===== config.mk =====
export PLATFORM = sky130hd
export DESIGN_NAME = manchester_decoder
export DESIGN_NICKNAME = d
export VERILOG_FILES = /design/src/rtl/manchester_pkg.sv /design/src/rtl/manchester_sync.sv /design/src/rtl/manchester_decoder.sv
export SDC_FILE = /design/constraint.sdc
export NUM_CORES = 1
export LEC_CHECK = 0
export CAP_MARGIN = 20
export CELL_PAD_IN_SITES_DETAIL_PLACEMENT = 0
export CELL_PAD_IN_SITES_GLOBAL_PLACEMENT = 2
export CORE_MARGIN = 8
export CORE_UTILIZATION = 35
export CTS_BUF_LIST = sky130_fd_sc_hd__clkbuf_4 sky130_fd_sc_hd__clkbuf_8 sky130_fd_sc_hd__clkbuf_16
export CTS_CLUSTER_SIZE = 14
export DETAILED_ROUTE_END_ITERATION = 16
export MAX_ROUTING_LAYER = met4
export PLACE_DENSITY_LB_ADDON = 0.1
export SLEW_MARGIN = 20
export SYNTH_ARGS = -nofsm -noshare
export SYNTH_HDL_FRONTEND = slang
export SYNTH_HIERARCHICAL = 1
export SYNTH_SLANG_ARGS = --single-unit
export TNS_END_PERCENT = 1

===== constraint.sdc =====
create_clock -name clk -period 2.15 [get_ports clk]
set_input_delay 0.5375 -clock clk [delete_from_list [all_inputs] [get_ports clk]]
set_output_delay 0.5375 -clock clk [all_outputs]
set_load 0.005 [all_outputs]

===== src/rtl/manchester_pkg.sv =====
// Shared types and symbol encodings for the Manchester receive path.
// A symbol is {first half, second half} as sampled on the line.
package manchester_pkg;

  typedef enum logic [1:0] {
    IDLE,
    H1,
    H2
  } dec_state_t;

  localparam logic [1:0] SYM_ZERO = 2'b10;
  localparam logic [1:0] SYM_ONE  = 2'b01;
  localparam logic [1:0] SYM_IDLE = 2'b00;
  localparam logic [1:0] SYM_BAD  = 2'b11;

endpackage


===== src/rtl/manchester_sync.sv =====
// Brings the asynchronous Manchester line into the clk domain and provides
// the synchronised level, its one-cycle delayed copy and a change strobe.
module manchester_sync #(
  parameter int SYNC_STAGES = 2
) (
  input  logic clk,
  input  logic reset_n,
  input  logic line_i,
  output logic ls_o,
  output logic ls_d_o,
  output logic edge_o
);

  if (SYNC_STAGES < 2) begin : g_bad_stages
    $error("manchester_sync: SYNC_STAGES must be at least 2");
  end

  logic [SYNC_STAGES-1:0] sync_q;
  logic                   ls_d_q;

  always_ff @(posedge clk or negedge reset_n) begin
    if (!reset_n) begin
      sync_q <= '0;
      ls_d_q <= 1'b0;
    end else begin
      sync_q <= {sync_q[SYNC_STAGES-2:0], line_i};
      ls_d_q <= sync_q[SYNC_STAGES-1];
    end
  end

  assign ls_o   = sync_q[SYNC_STAGES-1];
  assign ls_d_o = ls_d_q;
  assign edge_o = sync_q[SYNC_STAGES-1] ^ ls_d_q;

endmodule


===== src/rtl/manchester_decoder.sv =====
// Manchester line decoder: frames on a "10" start symbol, re-aligns on mid-bit
// edges and emits one registered bit per symbol with error / end-of-frame pulses.
module manchester_decoder
  import manchester_pkg::*;
#(
  parameter int HALF_CLKS   = 4,
  parameter int SYNC_STAGES = 2
) (
  input  logic clk,
  input  logic reset_n,
  input  logic line_in,
  output logic bit_out,
  output logic bit_valid,
  output logic locked,
  output logic code_err,
  output logic frame_end
);

  if (HALF_CLKS < 4) begin : g_bad_half
    $error("manchester_decoder: HALF_CLKS must be at least 4");
  end

  localparam int              CW       = $clog2(HALF_CLKS);
  localparam logic [CW-1:0]   CNT_MID  = CW'(HALF_CLKS / 2);
  localparam logic [CW-1:0]   CNT_LAST = CW'(HALF_CLKS - 1);

  logic ls;
  logic ls_d;
  logic line_edge;

  manchester_sync #(
    .SYNC_STAGES (SYNC_STAGES)
  ) u_sync (
    .clk     (clk),
    .reset_n (reset_n),
    .line_i  (line_in),
    .ls_o    (ls),
    .ls_d_o  (ls_d),
    .edge_o  (line_edge)
  );

  dec_state_t    state_q,     state_d;
  logic [CW-1:0] cnt_q,       cnt_d;
  logic          s1_q,        s1_d;
  logic          s2_q,        s2_d;
  logic          start_q,     start_d;
  logic          bit_out_q,   bit_out_d;
  logic          bit_valid_q, bit_valid_d;
  logic          locked_q,    locked_d;
  logic          code_err_q,  code_err_d;
  logic          frame_end_q, frame_end_d;
  logic [1:0]    sym;

  assign sym = {s1_q, s2_q};

  // bit_valid is a single-cycle qualifier with no back-pressure: bit_out is
  // only meaningful in the cycle bit_valid is high and the consumer must take it.
  always_comb begin
    state_d     = state_q;
    cnt_d       = cnt_q;
    s1_d        = s1_q;
    s2_d        = s2_q;
    start_d     = start_q;
    bit_out_d   = bit_out_q;
    locked_d    = locked_q;
    bit_valid_d = 1'b0;
    code_err_d  = 1'b0;
    frame_end_d = 1'b0;

    unique case (state_q)
      IDLE: begin
        cnt_d = '0;
        if (ls && !ls_d) begin
          state_d = H1;
          start_d = 1'b1;
        end
      end

      H1: begin
        cnt_d = cnt_q + 1'b1;
        // The counter restarts the cycle after an edge, so the delayed line
        // copy is the level that lines up with the count.
        if (cnt_q == CNT_MID) begin
          s1_d = ls_d;
        end
        if ((line_edge && (cnt_q > CNT_MID)) || (cnt_q == CNT_LAST)) begin
          state_d = H2;
          cnt_d   = '0;
        end
      end

      H2: begin
        cnt_d = cnt_q + 1'b1;
        if (cnt_q == CNT_MID) begin
          s2_d = ls_d;
        end
        if (line_edge && (cnt_q < CNT_MID)) begin
          cnt_d = '0;
        end else if (cnt_q == CNT_LAST) begin
          cnt_d = '0;
          if (start_q) begin
            if (sym == SYM_ZERO) begin
              start_d  = 1'b0;
              locked_d = 1'b1;
              state_d  = H1;
            end else begin
              start_d    = 1'b0;
              code_err_d = 1'b1;
              state_d    = IDLE;
            end
          end else begin
            case (sym)
              SYM_ZERO: begin
                bit_out_d   = 1'b0;
                bit_valid_d = 1'b1;
                state_d     = H1;
              end
              SYM_ONE: begin
                bit_out_d   = 1'b1;
                bit_valid_d = 1'b1;
                state_d     = H1;
              end
              SYM_BAD: begin
                code_err_d = 1'b1;
                locked_d   = 1'b0;
                state_d    = IDLE;
              end
              SYM_IDLE: begin
                frame_end_d = 1'b1;
                locked_d    = 1'b0;
                state_d     = IDLE;
              end
            endcase
          end
        end
      end

      default: begin
        state_d  = IDLE;
        cnt_d    = '0;
        start_d  = 1'b0;
        locked_d = 1'b0;
      end
    endcase
  end

  always_ff @(posedge clk or negedge reset_n) begin
    if (!reset_n) begin
      state_q     <= IDLE;
      cnt_q       <= '0;
      s1_q        <= 1'b0;
      s2_q        <= 1'b0;
      start_q     <= 1'b0;
      bit_out_q   <= 1'b0;
      bit_valid_q <= 1'b0;
      locked_q    <= 1'b0;
      code_err_q  <= 1'b0;
      frame_end_q <= 1'b0;
    end else begin
      state_q     <= state_d;
      cnt_q       <= cnt_d;
      s1_q        <= s1_d;
      s2_q        <= s2_d;
      start_q     <= start_d;
      bit_out_q   <= bit_out_d;
      bit_valid_q <= bit_valid_d;
      locked_q    <= locked_d;
      code_err_q  <= code_err_d;
      frame_end_q <= frame_end_d;
    end
  end

  assign bit_out   = bit_out_q;
  assign bit_valid = bit_valid_q;
  assign locked    = locked_q;
  assign code_err  = code_err_q;
  assign frame_end = frame_end_q;

endmodule


# ---- After elaboration in Yosys (flattened, before gate mapping)
# Cells that the tools add are included.
# W data, S select, Z words.
dict set report totals {
  output_inout_bits 5
  ff_bits 15
  in_bits 3
}
dict set report op_classes {
  n_addsub 1
  mux 39
  n_reduce_logical 17
  bitwise_logic 5
  magnitude_cmp 2
  n_eq_ne 13
}
# cell n
set ops {}
lappend ops {{$mux W1} 25}
lappend ops {{$mux W2} 8}
lappend ops {{$eq A2 B2 Y1 const B} 5}
lappend ops {{$reduce_and A5 Y1} 2}
lappend ops {{$ne A2 B2 Y1 const B} 4}
lappend ops {{$pmux W2 S2} 2}
lappend ops {{$reduce_and A4 Y1} 2}
lappend ops {{$ne A3 B3 Y1 const B} 2}
lappend ops {{$pmux W2 S3} 1}
lappend ops {{$reduce_or A2 Y1} 3}
lappend ops {{$eq A2 B1 Y1 const B} 2}
lappend ops {{$logic_not A2 Y1} 2}
lappend ops {{$not A1 Y1} 4}
lappend ops {{$pmux W1 S2} 2}
lappend ops {{$reduce_and A2 Y1} 2}
lappend ops {{$logic_and A1 B1 Y1} 3}
lappend ops {{$pmux W1 S3} 1}
lappend ops {{$add A2 B1 Y2 const B} 1}
lappend ops {{$gt A2 B2 Y1 const B} 1}
lappend ops {{$lt A2 B2 Y1 const B} 1}
lappend ops {{$reduce_bool A2 Y1} 1}
lappend ops {{$logic_not A1 Y1} 1}
lappend ops {{$logic_or A1 B1 Y1} 1}
lappend ops {{$xor A1 B1 Y1} 1}

# ---- Logic depth before layout (Yosys ltp)
# Gate-level depths: netlist of the first run.
dict set report depth {
  word_depth 7
  depth_mapped 6
  depth_no_buf 6
}

# ---- Modules after synthesis
# The synthesis of the first run kept the hierarchy.
# mod seq_area_each_um2 cells_per_inst n_inst area_per_inst_um2
set by_module_without_submodules {}
lappend by_module_without_submodules {manchester_decoder 300.3 69 1 724.4}
lappend by_module_without_submodules {manchester_sync 75.1 4 1 83.8}

# ---- Least setup slack after synthesis of the first run
# No wires, ideal clock.
dict set report synth_path {
  path_kind {register to register}
  startpoint {register s1_q}
  endpoint {register locked_q (netlist: locked)}
  path_slack_ps 528
  required_ps 2063
  period_less_slack_ps 1622
  path_stages_with_launch 7
  arrival_ps 1536
  cell_sequence {dfrtp_1 -> inv_1 -> ha_1 -> or2b_2 -> a21boi_2 -> or4_1 -> o211ai_1}
}
dict set report synth_via {
  elab_chain_cells 4
}
# element line_no
set synth_rtl {}
lappend synth_rtl {{from (decl)} manchester_decoder.sv:44} ;# logic s1_q, s1_d;
lappend synth_rtl {{from (signal assigned)} manchester_decoder.sv:151} ;# s1_q <= 1'b0;
lappend synth_rtl {{from (signal assigned)} manchester_decoder.sv:162} ;# s1_q <= s1_d;
lappend synth_rtl {{$eq A2 B2 Y1 or $logic_not A2 Y1 (tied branches)} manchester_decoder.sv:112} ;# case (sym)
lappend synth_rtl {{$reduce_or A2 Y1 (no line)} --}
lappend synth_rtl {{$ne A3 B3 Y1 (no line)} --}
lappend synth_rtl {{$reduce_and A5 Y1 (no line) *} --}
lappend synth_rtl {{to (signal assigned)} manchester_decoder.sv:167} ;# locked_q <= locked_d;
lappend synth_rtl {{to (decl)} manchester_decoder.sv:49} ;# logic locked_q, locked_d;
# Mark *: on every way between the ends. The rest lies on a longest branch, timed or not.
# A chain may end at the register's enable or synchronous reset.

# ---- Final worst setup path of the first run
# Same ends and word-level chain as after synthesis.

==> results of run 1 <==
==> cell families after synthesis <==
| family | count (synthesis) | synth area share [%] |
|---|---|---|
| AOI/OAI and AO/OA | 12 | 10.5 |
| xor gates and xnor gates | 1 | 1.08 |
| adders and majority gates | 11 | 17.0 |
| buffers and inverters | 7 | 3.25 |
| DFF | 15 | 46.4 |
| muxes | 4 | 5.42 |
| and+or+nand+nor | 23 | 16.3 |
==> routing by layer <==
metal | vias up | wire, um
li1 | 276 | -
met1 | 241 | 658
met2 | 6 | 703
met3 | 2 | 62
met4 | 0 | 14
met5 | - | 0
==> layout make-up <==
class                      count  area (um2)
tap                           28        35.0
fill                         208        1230
clock inverter                 1        5.00
multi-input combinational     51         407
sequential                    15         375
clock buffer                   3        22.5
timing repair buffer           9        85.1
inverter                       7        26.3
==> through the flow <==
| step | hold slack, ns | cells | power (mW) |
|---|---|---|---|
| 2_1_floorplan | 0.242 | 73 | 0.629 |
| 3_3_place_gp | 0.333 | 110 | 0.723 |
| 3_5_place_dp | 0.336 | 110 | 0.716 |
| 4_1_cts | 0.358 | 114 | 0.888 |
| 5_1_grt | 0.363 | 114 | 0.956 |
| 6_report | 0.355 | 114 | 0.867 |
==> where the power goes <==
group | total (mW) | internal (mW) | switching [mW]
clock | 0.157 | 0.0689 | 0.0882
combinational | 0.326 | 0.157 | 0.169
sequential | 0.385 | 0.330 | 0.0545
total | 0.867 | 0.556 | 0.311
==> registers in the layout, summed over array words and instances (netlist names) <==
register and cells:
bit_out 1, start_q 1, u_sync/sync_q 2, locked 1, s2_q 1, u_sync/ls_d_o 1
state_q 2, bit_valid 1, code_err 1, cnt_q 2, frame_end 1, s1_q 1
==> cell usage after synthesis <==
library cell,number
a21bo_2,1
dfrtp_1,15
ha_1,11
nor3b_1,2
nor2_1,3
inv_1,7
nand2b_2,1
nand3_1,2
or3b_2,1
a21oi_1,4
nand4b_1,1
xor2_1,1
or2b_2,1
o21ai_0,2
o211a_1,1
or4_1,1
mux2i_1,1
o211ai_1,1
nand2_1,6
o41ai_1,1
or2b_1,1
a21boi_0,1
nor3_1,2
mux2_2,3
a21boi_2,1
nor2b_1,2
==> worst paths after layout <==
path                                            startpoint                    endpoint  slack [ns]  cells past startpoint
worst max register to register            s1_q$_DFFE_PN0P_          locked$_DFFE_PN0P_        0.42                      6
worst max-delay path                      s1_q$_DFFE_PN0P_          locked$_DFFE_PN0P_        0.42                      6
min in group asynchronous                          reset_n         frame_end$_DFF_PN0_        0.57                      2
worst min register to register  u_sync/sync_q[0]$_DFF_PN0_  u_sync/sync_q[1]$_DFF_PN0_        0.36                      0
worst min-delay path            u_sync/sync_q[0]$_DFF_PN0_  u_sync/sync_q[1]$_DFF_PN0_        0.36                      0
max in group asynchronous                          reset_n         start_q$_DFFE_PN0P_        1.40                      2
==> out/results.tsv, run 1 <==
metric	value	unit
outcome	finished clean	
report.final.slew_viol_count	0	
syn-num-nets	87	
first_pass_iters	2	
cts_setup_buffers	0	
cts_resized	0	
setup_ws	0.419	ns
n_antenna_cell	0	
synth_area	808	um2
root_buffer	clkbuf_4	
final.setup.tns	0	ns
ys_seq_area_share	46.4	%
grt_pass1_vias	562	
crit_chain	inv_1 -> ha_1 -> or2b_2 -> a21boi_2 -> or4_1 -> o211ai_1	
fp.dieH	64.1	um
detail_route.vias_per_cell	4.61	
track_usage	8.06	%
mostFrequentLayoutCell	dfrtp_1	
drc	0	
fin_nets	101	
netlist_instances	73	
die_area	0.00410	mm2
max_stage_delay	0.47	ns
fin_crit_sh	80.5	%
dieWidth	64.1	um
hold_buffers	0	
hold_violations	0	
antenna_found_initial	0	
gr-usage-met2	13.2	%
worst-slew-pin-transition	0.303	ns
vdd_drop_max	536	uV
required	2.35	ns
cts_htree_levels	1	
critPathTopFamily	simple AND/OR/NAND/NOR gates	
cp_max_fo	4	
design_area	956	um2
clock_latency	0.27	ns
synth_area_per_cell	11.1	um2
gp_congestion	0.695	
drive_gt1_share	16.3	%
rsz0062_at_grt	no	
critical-path-slowest-cell	or4_1	
crit_buf_inv	1	
postRouteAntennaNets	0	
busiest_layer	met2	
grt_max_degree	16	
cts_tree	built	
io_pins	8	
areaGrowthSynthToFinish	18.3	%
utilization	43.6	%
dp_hpwl	1100	um
met3_usage	2.61	%
initial_utilization	36.9	%
synthTopCellsByArea	dfrtp_1 46%, ha_1 17%, mux2_2 4.2%	
yosys_warnings	6	
p_leak	0.447	nW
cp-end-kind	register	
critPathKind	reg2reg	
max-cap-violations	0	
finalSetupViolations	0	
synth.distinct_cells	26	
ys_ff_latch	15	
yosysTopAreaCellShare	46.4	%
hp-class	reg2reg	
clk_path_buf_depth	2	
gr-usage-met1	8.52	%
relSlewSlack	79.6	%
clock-sinks	15	
grt_pass1_wl	2480	um
cts_buffers	3	
wl_per_cell	12.6	um
num_vias	525	
dpl_cell_area	928	um2
overflow	0	
port_buffers	7	
path_clk_slew	0.09	ns
synth_top_area_cell	dfrtp_1	
skew	0.00201	ns
rows	17	
coreArea	0.00219	mm2
powerDensity	907	mW/mm2
layout_common_cells	15 x dfrtp_1, 11 x ha_1, 7 x inv_1, 7 x clkdlybuf4s50_1, 6 x nand2_1	
start_kind	register	
cp.arrival	1.93	ns
wl	1440	um
dp_slack	0.429	ns
drt_iter0_drc	18	
fmax	578	MHz
min_period	1.73	ns
(Power assumes the default switching activity.)
==> run 2, diff against run 1 <==
--- a/config.mk
+++ b/config.mk
@@ -9,7 +9,7 @@
 export CELL_PAD_IN_SITES_DETAIL_PLACEMENT = 0
 export CELL_PAD_IN_SITES_GLOBAL_PLACEMENT = 2
 export CORE_MARGIN = 8
-export CORE_UTILIZATION = 35
+export CORE_UTILIZATION = 32
 export CTS_BUF_LIST = sky130_fd_sc_hd__clkbuf_4 sky130_fd_sc_hd__clkbuf_8 sky130_fd_sc_hd__clkbuf_16
 export CTS_CLUSTER_SIZE = 14
 export DETAILED_ROUTE_END_ITERATION = 16
==> constraint.sdc (replaced) <==
create_clock -name clk -period 1.45 [get_ports clk]
set_input_delay 0.3625 -clock clk [delete_from_list [all_inputs] [get_ports clk]]
set_output_delay 0.3625 -clock clk [all_outputs]
set_load 0.005 [all_outputs]
==> out/results.tsv, run 2 (synthesized netlist as in run 1, its figures left out) <==
metric	value	unit	change
required	1.66	ns	-0.69 ns
final.setup.tns	-0.342	ns	-0.342 ns
critPathTopFamily	simple AND/OR/NAND/NOR gates		
mostFrequentLayoutCell	buf_4		
report.final.slew_viol_count	0		unchanged
clock-sinks	15		unchanged
cts_buffers	3		unchanged
outcome	complete, but fails checks		
min_period	1.56	ns	-0.171 ns
clk_path_buf_depth	2		unchanged
cts_tree	built		
hp-class	reg2reg		
start_kind	register		
dpl_cell_area	0.00108	mm2	+16%
dp_hpwl	1340	um	+22%
met1_length	752	um	+14%
n_antenna_cell	0		unchanged
areaGrowthSynthToFinish	41.2	%	
rsz0062_at_grt	yes		
vdd_drop_max	785	uV	+46%
cts_htree_levels	1		unchanged
cp_max_fo	3		-1
grt_max_degree	16		unchanged
wl_per_cell	12.0	um	-4.8%
fillers	240		+15%
dr_wl_met3	81	um	+31%
fmax	641	MHz	+11%
port_buffers	7		unchanged
drc	0		unchanged
path_clk_slew	0.09	ns	about the same
relSlewSlack	80.3	%	+0.72 points
rows	18		+1
grt_pass1_wl	2800	um	+13%
dieWidth	66.3	um	+3.4%
setup_ws	-0.110	ns	-0.529 ns
top_layer	met4		
grt_pass1_vias	650		+16%
crit_chain	inv_2 -> ha_1 -> or2b_4 -> a21boi_2 -> or4_1 -> o211ai_1		
root_buffer	clkbuf_4		
p_leak	0.570	nW	+27%
reg.largest.list	cnt_q x2, state_q x2, u_sync/sync_q x2		
fin_nets	121		+20%
die_area	0.00439	mm2	+7.0%
drive_gt1_share	44.3	%	+28 points
critPathKind	reg2reg		
design_area	0.00114	mm2	+19%
worst-slew-pin-transition	0.294	ns	-0.00943 ns
num_vias	600		+14%
met2_length	791	um	+13%
max_stage_delay	0.39	ns	-0.08 ns
track_usage	8.60	%	+0.54 points
failed_checks	setup timing		
fp.dieH	66.3	um	+3.4%
io_pins	8		unchanged
layout_common_cells	22 x buf_4, 15 x dfrtp_1, 8 x ha_1		
postRouteAntennaNets	0		unchanged
crit_buf_inv	1		unchanged
wl	1630	um	+14%
coreArea	0.00243	mm2	+11%
finalSetupViolations	5		+5
dp_cells	131		+19%
powerDensity	1430	mW/mm2	+58%
dp_slack	-0.222	ns	-0.651 ns
skew	0.00386	ns	+0.00185 ns
detail_route.vias_per_cell	4.41		-4.2%
fin_cells	136		+19%
cp-end-kind	register		
hold_violations	0		unchanged
critical-path-slowest-cell	or4_1		
first_pass_iters	2		unchanged
overflow	0		unchanged
antenna_found_initial	0		unchanged
cp.arrival	1.77	ns	-0.16 ns
drt_iter0_drc	8		-10
gp_congestion	0.824		+19%
max-cap-violations	0		unchanged
initial_utilization	33.2	%	-3.7 points
hold_ws	0.358	ns	+0.00279 ns
fin_crit_sh	108	%	+27 points
clock_latency	0.28	ns	about the same
run 2: timing repair:
item                                    4_1_cts  5_1_grt
buffers inserted                              1        0
hold endpoints to repair                      0        0
hold buffers                                  0        0
resized for setup                            16        4
pin swaps                                     2        0
endpoints found under the setup margin       10        5
run 2: path summary, 6_finish.rpt:
check	startpoint	end	slack, ns	cells past startpoint
worst max register to register	s2_q$_DFFE_PN0P_	locked$_DFFE_PN0P_	-0.11	6
worst min register to register	u_sync/sync_q[0]$_DFF_PN0_	u_sync/sync_q[1]$_DFF_PN0_	0.36	0
worst max-delay path	s2_q$_DFFE_PN0P_	locked$_DFFE_PN0P_	-0.11	6
worst min-delay path	u_sync/sync_q[0]$_DFF_PN0_	u_sync/sync_q[1]$_DFF_PN0_	0.36	0
max in group asynchronous	reset_n	u_sync/sync_q[0]$_DFF_PN0_	0.87	2
min in group asynchronous	reset_n	locked$_DFFE_PN0P_	0.40	2
run 2: layout make-up:
class	count	area, um2	share of cell area [%]
Inverter	7	26.3	2.30
Tap cell	30	37.5	3.29
Sequential cell	15	375	32.9
Multi-Input combinational cell	51	443	38.8
Clock buffer	4	30.0	2.63
Timing Repair Buffer	29	229	20.1
run 2: routing by layer:
layer | track usage, % | vias up
met4 | 3.20 | 0
met5 | - | -
li1 | - | 315
met3 | 3.05 | 2
met2 | 13.6 | 6
met1 | 9.71 | 277
run 2: where the power goes:
group / leakage, nW / switching, mW / internal (mW) / total (mW)
sequential: 0.196 / 0.0620 / 0.490 / 0.552
combinational: 0.355 / 0.357 / 0.465 / 0.823
clock: 0.0184 / 0.135 / 0.125 / 0.260
run 2: stage by stage:
| stage | utilization [%] | power, mW |
|---|---|---|
| finish | 46.9 | 1.63 |
| detailed placement | 44.2 | 1.32 |
| global placement | 44.2 | 1.30 |
| floorplan | - | 0.942 |
| global route | 46.9 | 1.76 |
| CTS | 46.7 | 1.64 |
